--- config.mk ---
export PLATFORM = sky130hd
export DESIGN_NAME = switch_debouncer_flat
export DESIGN_NICKNAME = d
export VERILOG_FILES = /design/src/rtl/switch_debouncer_if.sv /design/src/rtl/switch_debouncer.sv /design/src/flat_wrapper.sv
export SDC_FILE = /design/constraint.sdc
export NUM_CORES = 1
export LEC_CHECK = 0
export CAP_MARGIN = 10
export CORE_MARGIN = 5
export CORE_UTILIZATION = 54
export DETAILED_ROUTE_END_ITERATION = 6
export PLACE_DENSITY = 0.74
export RECOVER_POWER = 50
export REMOVE_ABC_BUFFERS = 1
export SYNTH_ARGS = -nofsm -noshare
export SYNTH_HDL_FRONTEND = slang
export SYNTH_SLANG_ARGS = --single-unit
--- constraint.sdc ---
create_clock -name i_clk -period 2 [get_ports i_clk]
set_clock_uncertainty 0.15 [all_clocks]
set_input_delay 0.2 -clock i_clk [delete_from_list [all_inputs] [get_ports i_clk]]
set_output_delay 0.2 -clock i_clk [all_outputs]
set_load 0.005 [all_outputs]
--- src/rtl/switch_debouncer_if.sv ---
// Switch bundle between the raw board switches and the debouncer.
// The slave side is the debouncer; the master side is whatever drives the raw levels.
interface switch_debouncer_if #(
   parameter int NUM_SW = 2
);
   logic [NUM_SW-1:0] i_switch;
   logic [NUM_SW-1:0] o_switch;
   logic [NUM_SW-1:0] o_rise;
   logic [NUM_SW-1:0] o_fall;

   modport master (
      output i_switch,
      input  o_switch,
      input  o_rise,
      input  o_fall
   );

   modport slave (
      input  i_switch,
      output o_switch,
      output o_rise,
      output o_fall
   );
endinterface

--- src/rtl/switch_debouncer.sv ---
// Per-channel synchroniser plus stability-counter debouncer for the board slide switches.
// Define SWITCH_DEBOUNCE_EDGE_EN to build the one-cycle o_rise/o_fall pulse registers.
module switch_debouncer #(
   parameter int NUM_SW           = 2,
   parameter int SYNC_STAGES      = 2,
   parameter int c_DEBOUNCE_COUNT = 500000
) (
   input  logic               i_clk,
   input  logic               i_reset,
   switch_debouncer_if.slave  sw
);

   localparam int CNT_W = (c_DEBOUNCE_COUNT > 1) ? $clog2(c_DEBOUNCE_COUNT) : 1;
   localparam logic [CNT_W-1:0] CNT_LAST = CNT_W'(c_DEBOUNCE_COUNT - 1);

   typedef enum logic [1:0] {
      STABLE_LO,
      WAIT_HI,
      STABLE_HI,
      WAIT_LO
   } state_t;

   logic [SYNC_STAGES-1:0] sync_q [NUM_SW];
   logic [NUM_SW-1:0]      s;

   state_t                 state_q [NUM_SW];
   state_t                 state_d [NUM_SW];
   logic [CNT_W-1:0]       cnt_q   [NUM_SW];
   logic [CNT_W-1:0]       cnt_d   [NUM_SW];
   logic [NUM_SW-1:0]      level_q;
   logic [NUM_SW-1:0]      level_d;

   always_ff @(posedge i_clk) begin
      if (!i_reset) begin
         for (int k = 0; k < NUM_SW; k++) begin
            sync_q[k] <= '0;
         end
      end else begin
         for (int k = 0; k < NUM_SW; k++) begin
            sync_q[k] <= {sync_q[k][SYNC_STAGES-2:0], sw.i_switch[k]};
         end
      end
   end

   always_comb begin
      s = '0;
      for (int k = 0; k < NUM_SW; k++) begin
         s[k] = sync_q[k][SYNC_STAGES-1];
      end
   end

   always_ff @(posedge i_clk) begin
      if (!i_reset) begin
         for (int k = 0; k < NUM_SW; k++) begin
            state_q[k] <= STABLE_LO;
            cnt_q[k]   <= '0;
         end
         level_q <= '0;
      end else begin
         for (int k = 0; k < NUM_SW; k++) begin
            state_q[k] <= state_d[k];
            cnt_q[k]   <= cnt_d[k];
         end
         level_q <= level_d;
      end
   end

   // A WAIT state only commits once the opposite level has been seen on every
   // edge of the window; any agreeing sample throws the partial count away.
   always_comb begin
      level_d = level_q;
      for (int k = 0; k < NUM_SW; k++) begin
         state_d[k] = state_q[k];
         cnt_d[k]   = cnt_q[k];
         case (state_q[k])
            STABLE_LO: begin
               if (s[k]) begin
                  state_d[k] = WAIT_HI;
                  cnt_d[k]   = '0;
               end
            end
            WAIT_HI: begin
               if (!s[k]) begin
                  state_d[k] = STABLE_LO;
                  cnt_d[k]   = '0;
               end else if (cnt_q[k] == CNT_LAST) begin
                  state_d[k] = STABLE_HI;
                  level_d[k] = 1'b1;
               end else begin
                  cnt_d[k] = cnt_q[k] + CNT_W'(1);
               end
            end
            STABLE_HI: begin
               if (!s[k]) begin
                  state_d[k] = WAIT_LO;
                  cnt_d[k]   = '0;
               end
            end
            WAIT_LO: begin
               if (s[k]) begin
                  state_d[k] = STABLE_HI;
                  cnt_d[k]   = '0;
               end else if (cnt_q[k] == CNT_LAST) begin
                  state_d[k] = STABLE_LO;
                  level_d[k] = 1'b0;
               end else begin
                  cnt_d[k] = cnt_q[k] + CNT_W'(1);
               end
            end
            default: begin
               state_d[k] = STABLE_LO;
               cnt_d[k]   = '0;
            end
         endcase
      end
   end

   assign sw.o_switch = level_q;

`ifdef SWITCH_DEBOUNCE_EDGE_EN
   logic [NUM_SW-1:0] rise_q;
   logic [NUM_SW-1:0] fall_q;

   // Outside reset the debounced level only moves on acceptance, so a level
   // difference is exactly one accepted transition.
   always_ff @(posedge i_clk) begin
      if (!i_reset) begin
         rise_q <= '0;
         fall_q <= '0;
      end else begin
         rise_q <= level_d & ~level_q;
         fall_q <= ~level_d & level_q;
      end
   end

   assign sw.o_rise = rise_q;
   assign sw.o_fall = fall_q;
`else
   assign sw.o_rise = '0;
   assign sw.o_fall = '0;
`endif

endmodule

--- src/flat_wrapper.sv ---
// flat-port wrapper written by rule: the top's interface ports become plain ports
module switch_debouncer_flat 
#(
   parameter int NUM_SW           = 2,
   parameter int SYNC_STAGES      = 2,
   parameter int c_DEBOUNCE_COUNT = 500000
)
  (i_clk, i_reset, sw_i_switch, sw_o_switch, sw_o_rise, sw_o_fall);
  switch_debouncer_if #(.NUM_SW(NUM_SW)) sw_i ();
  input  logic i_clk;
  input  logic i_reset;
  input wire logic [$bits(sw_i.i_switch)-1:0] sw_i_switch;
  output wire logic [$bits(sw_i.o_switch)-1:0] sw_o_switch;
  output wire logic [$bits(sw_i.o_rise)-1:0] sw_o_rise;
  output wire logic [$bits(sw_i.o_fall)-1:0] sw_o_fall;
  assign sw_i.i_switch = sw_i_switch;
  assign sw_o_switch = sw_i.o_switch;
  assign sw_o_rise = sw_i.o_rise;
  assign sw_o_fall = sw_i.o_fall;
  switch_debouncer #(.NUM_SW(NUM_SW), .SYNC_STAGES(SYNC_STAGES), .c_DEBOUNCE_COUNT(c_DEBOUNCE_COUNT)) u_core (.i_clk(i_clk), .i_reset(i_reset), .sw(sw_i));
endmodule
==> impl_metrics.py <==
metrics = {
    "status": {
        "status": "complete, no violations",
    },
    "global_routing": {
        "grt_usage": 0.2023,
        "antenna_found_initial": 0,
        "grt_overflow": 0,
        "grt_start_max_net_pins": 18,
        "grt_pass1_vias": 2252,
        "grt_first_pass_wirelength_um": 10150,
    },
    "power": {
        "swShare": 0.2584,
        "peakVddDrop_mv": 0.5287,
        "power.leakage_nw": 1.112,
        "power_density_nw_per_um2": 728.7,
        "finalPower_mw": 2.217,
        "p_clk_frac": 0.350,
        "intPower_mw": 1.644,
        "comb_power_share": 0.199,
        "p_seq_frac": 0.451,
        "p_sw_mw": 0.5729,
    },
    "layout": {
        "nFillCells": 370,
        "layout_common_cells": "46 x dfxtp_1, 41 x nor2_1, 33 x buf_4",
        "regArea_um2": 965.9,
        "multiInputGateArea_um2": 1506,
        "drive_gt1_frac": 0.1994,
        "areaGrowthSynthToFinish_pct": 21.06,
        "nNetsFinal": 354,
        "final_common_cell": "dfxtp_1",
        "n_antenna_cell": 0,
        "final_cell_area_um2": 3043,
    },
    "timing": {
        "drv_slew": 0,
        "setup_tns_ps": 0,
        "hold_viol_final": 0,
        "period_minus_slack_ps": 1971,
        "setup_violations": 0,
        "rsz0062_at_grt": "true",
        "clock.fmax_ghz": 0.5074,
        "fin_crit_sh": 0.9854,
        "whs_ps": 298.1,
    },
    "clocking": {
        "cts.sink_count": 48,
        "htreeDepth": 2,
        "clk_latency_ps": 310,
        "cts_tree": "done",
        "root_buffer": "clkbuf_8",
        "cts.clk_slew.worst_paths_ps": 90,
        "cts_buffer_depth": 2,
        "cts-buffers-inserted": 5,
        "cts_hold_buf": 0,
    },
    "floorplanning": {
        "core_um2": 4444,
        "dieArea_um2": 6119,
        "die_y_um": 78.23,
        "io-pin-count": 10,
        "rows": 24,
        "initial_utilization": 0.5656,
        "fp.dieW_um": 78.23,
    },
    "synthesis": {
        "ys_seq_area_frac": 0.3823,
        "syn_avg_cell_area_um2": 8.242,
        "synth.distinct_cells": 55,
        "synth-seq-cells": 48,
        "ys.flop_type": "dfxtp_1",
        "ys_warn_count": 0,
        "synth_edf_count": 0,
        "async_flop_share": 0,
        "syn_area_um2": 2514,
        "netlist_instances": 305,
    },
    "drt": {
        "drtPass1Iterations": 4,
        "ant_nets": 0,
        "num_vias": 2370,
        "vias_per_cell": 5.955,
        "drtIter0Drc": 165,
        "wl_met2_um": 2779,
        "met3_length_um": 308,
        "wl_um": 6026,
        "drc": 0,
        "routedWlPerCell_um": 15.14,
        "wl_met1_um": 2869,
        "top_layer": "met4",
    },
    "critical_path": {
        "cp_data_arrival_time_ps": 2030,
        "cp-start-kind": "flip-flop",
        "required_ps": 2060,
        "path_class": "reg -> reg",
        "end_kind": "flip-flop",
        "path_max_fanout": 9,
    },
    "place": {
        "io_buffers": 5,
        "dpl.hpwl_um": 4123,
        "gp_congestion": 0.8260,
        "dpl_cell_area_um2": 2839,
    },
    "worst_hold_path": {
        "hp-class": "reg -> reg",
    },
    "flow_run": {
        "cap_violations": 0,
    },
}
-- worst paths after layout --
kind	startpoint	endpoint	slack [ps]	depth (start not counted)
setup / recovery	u_core.state_q[0][2]	u_core.cnt_q[0][26]	30	8
hold / removal	u_core.sync_q[0][2]	u_core.sync_q[0][3]	300	1
setup reg to reg	u_core.state_q[0][2]	u_core.cnt_q[0][26]	30	8
hold reg to reg	u_core.sync_q[0][2]	u_core.sync_q[0][3]	300	1
-- synth_stat cells (8+ instances only) --
cell / n / area share
nand2_1: 20 / 0.030
xnor2_1: 8 / 0.028
dfxtp_1: 48 / 0.38
inv_1: 8 / 0.012
nor2_1: 42 / 0.063
o21ai_0: 16 / 0.032
nand4_1: 12 / 0.030
xor2_1: 8 / 0.028
nor3_1: 13 / 0.026
nand3_1: 15 / 0.030
a21oi_1: 16 / 0.032
-- worst max-delay path, cell delays in order (launching register included) --
cell and delay (ps):
dfxtp_2 360, inv_2 60, ha_4 260, or3b_4 380
and2_4 170, o211ai_4 130, buf_6 160, nor3_1 40
o21a_1 170
-- final cells by class --
cell class / count / share of cell area
Clock buffer: 7 / 0.03166
Clock inverter: 1 / 0.009868
Inverter: 8 / 0.009868
Multi-Input combinational cell: 237 / 0.4951
Sequential cell: 48 / 0.3174
Tap cell: 52 / 0.02138
Timing Repair Buffer: 45 / 0.1147
-- layer usage --
metal | vias up | GRT usage
met5 | - | 0
met4 | 0 | 0.06643
met3 | 7 | 0.03776
met2 | 60 | 0.3288
met1 | 1114 | 0.2718
li1 | 1189 | -
-- power by group through the flow --
| stage | registers (mW) | clock network, mW | logic (mW) |
|---|---|---|---|
| floorplan | 1.02 | 0 | 0.173 |
| global placement | 1.02 | 0 | 0.351 |
| detailed placement | 1.02 | 0 | 0.367 |
| CTS | 1.00 | 0.779 | 0.417 |
| global route | 1.00 | 0.824 | 0.483 |
| finish | 1.00 | 0.775 | 0.442 |
-- stage by stage --
stage	worst slack, ps	std cells	utilization
6_report	29.22	398	0.6847
2_1_floorplan	-197.9	293	-
3_5_place_dp	-169.3	388	0.6388
5_1_grt	-28.25	398	0.6847
3_3_place_gp	-33.21	388	0.6388
4_1_cts	6.192	396	0.6799
-- repair_timing --
item                                    CTS  global route
hold endpoints to repair                  0             0
buffers inserted                          0             2
endpoints found under the setup margin   18            21
pin swaps                                 2             5
resized for setup                        13             5
-- logic make-up (layout without fill, tap and decap cells) --
logic type	after synthesis	in the layout	share of synthesized area
XOR/XNOR	16	16	0.05575
flip-flops	48	48	0.3823
other	1	4	0.001492
AND/OR/NAND/NOR	144	144	0.3086
AO/OA/AOI/OAI	65	65	0.1682
buffers and inverters	23	61	0.04629
multiplexers	3	3	0.01244
adder cells (fa/ha/maj)	5	5	0.02489
-- flip-flops by register name (all words and copies together), names as in the netlist, named ones only --
signal	flops
u_core.cnt_q	38
u_core.sync_q	4
u_core.state_q	2
u_core.sw.o_switch	2
(Power assumes the default switching activity.)
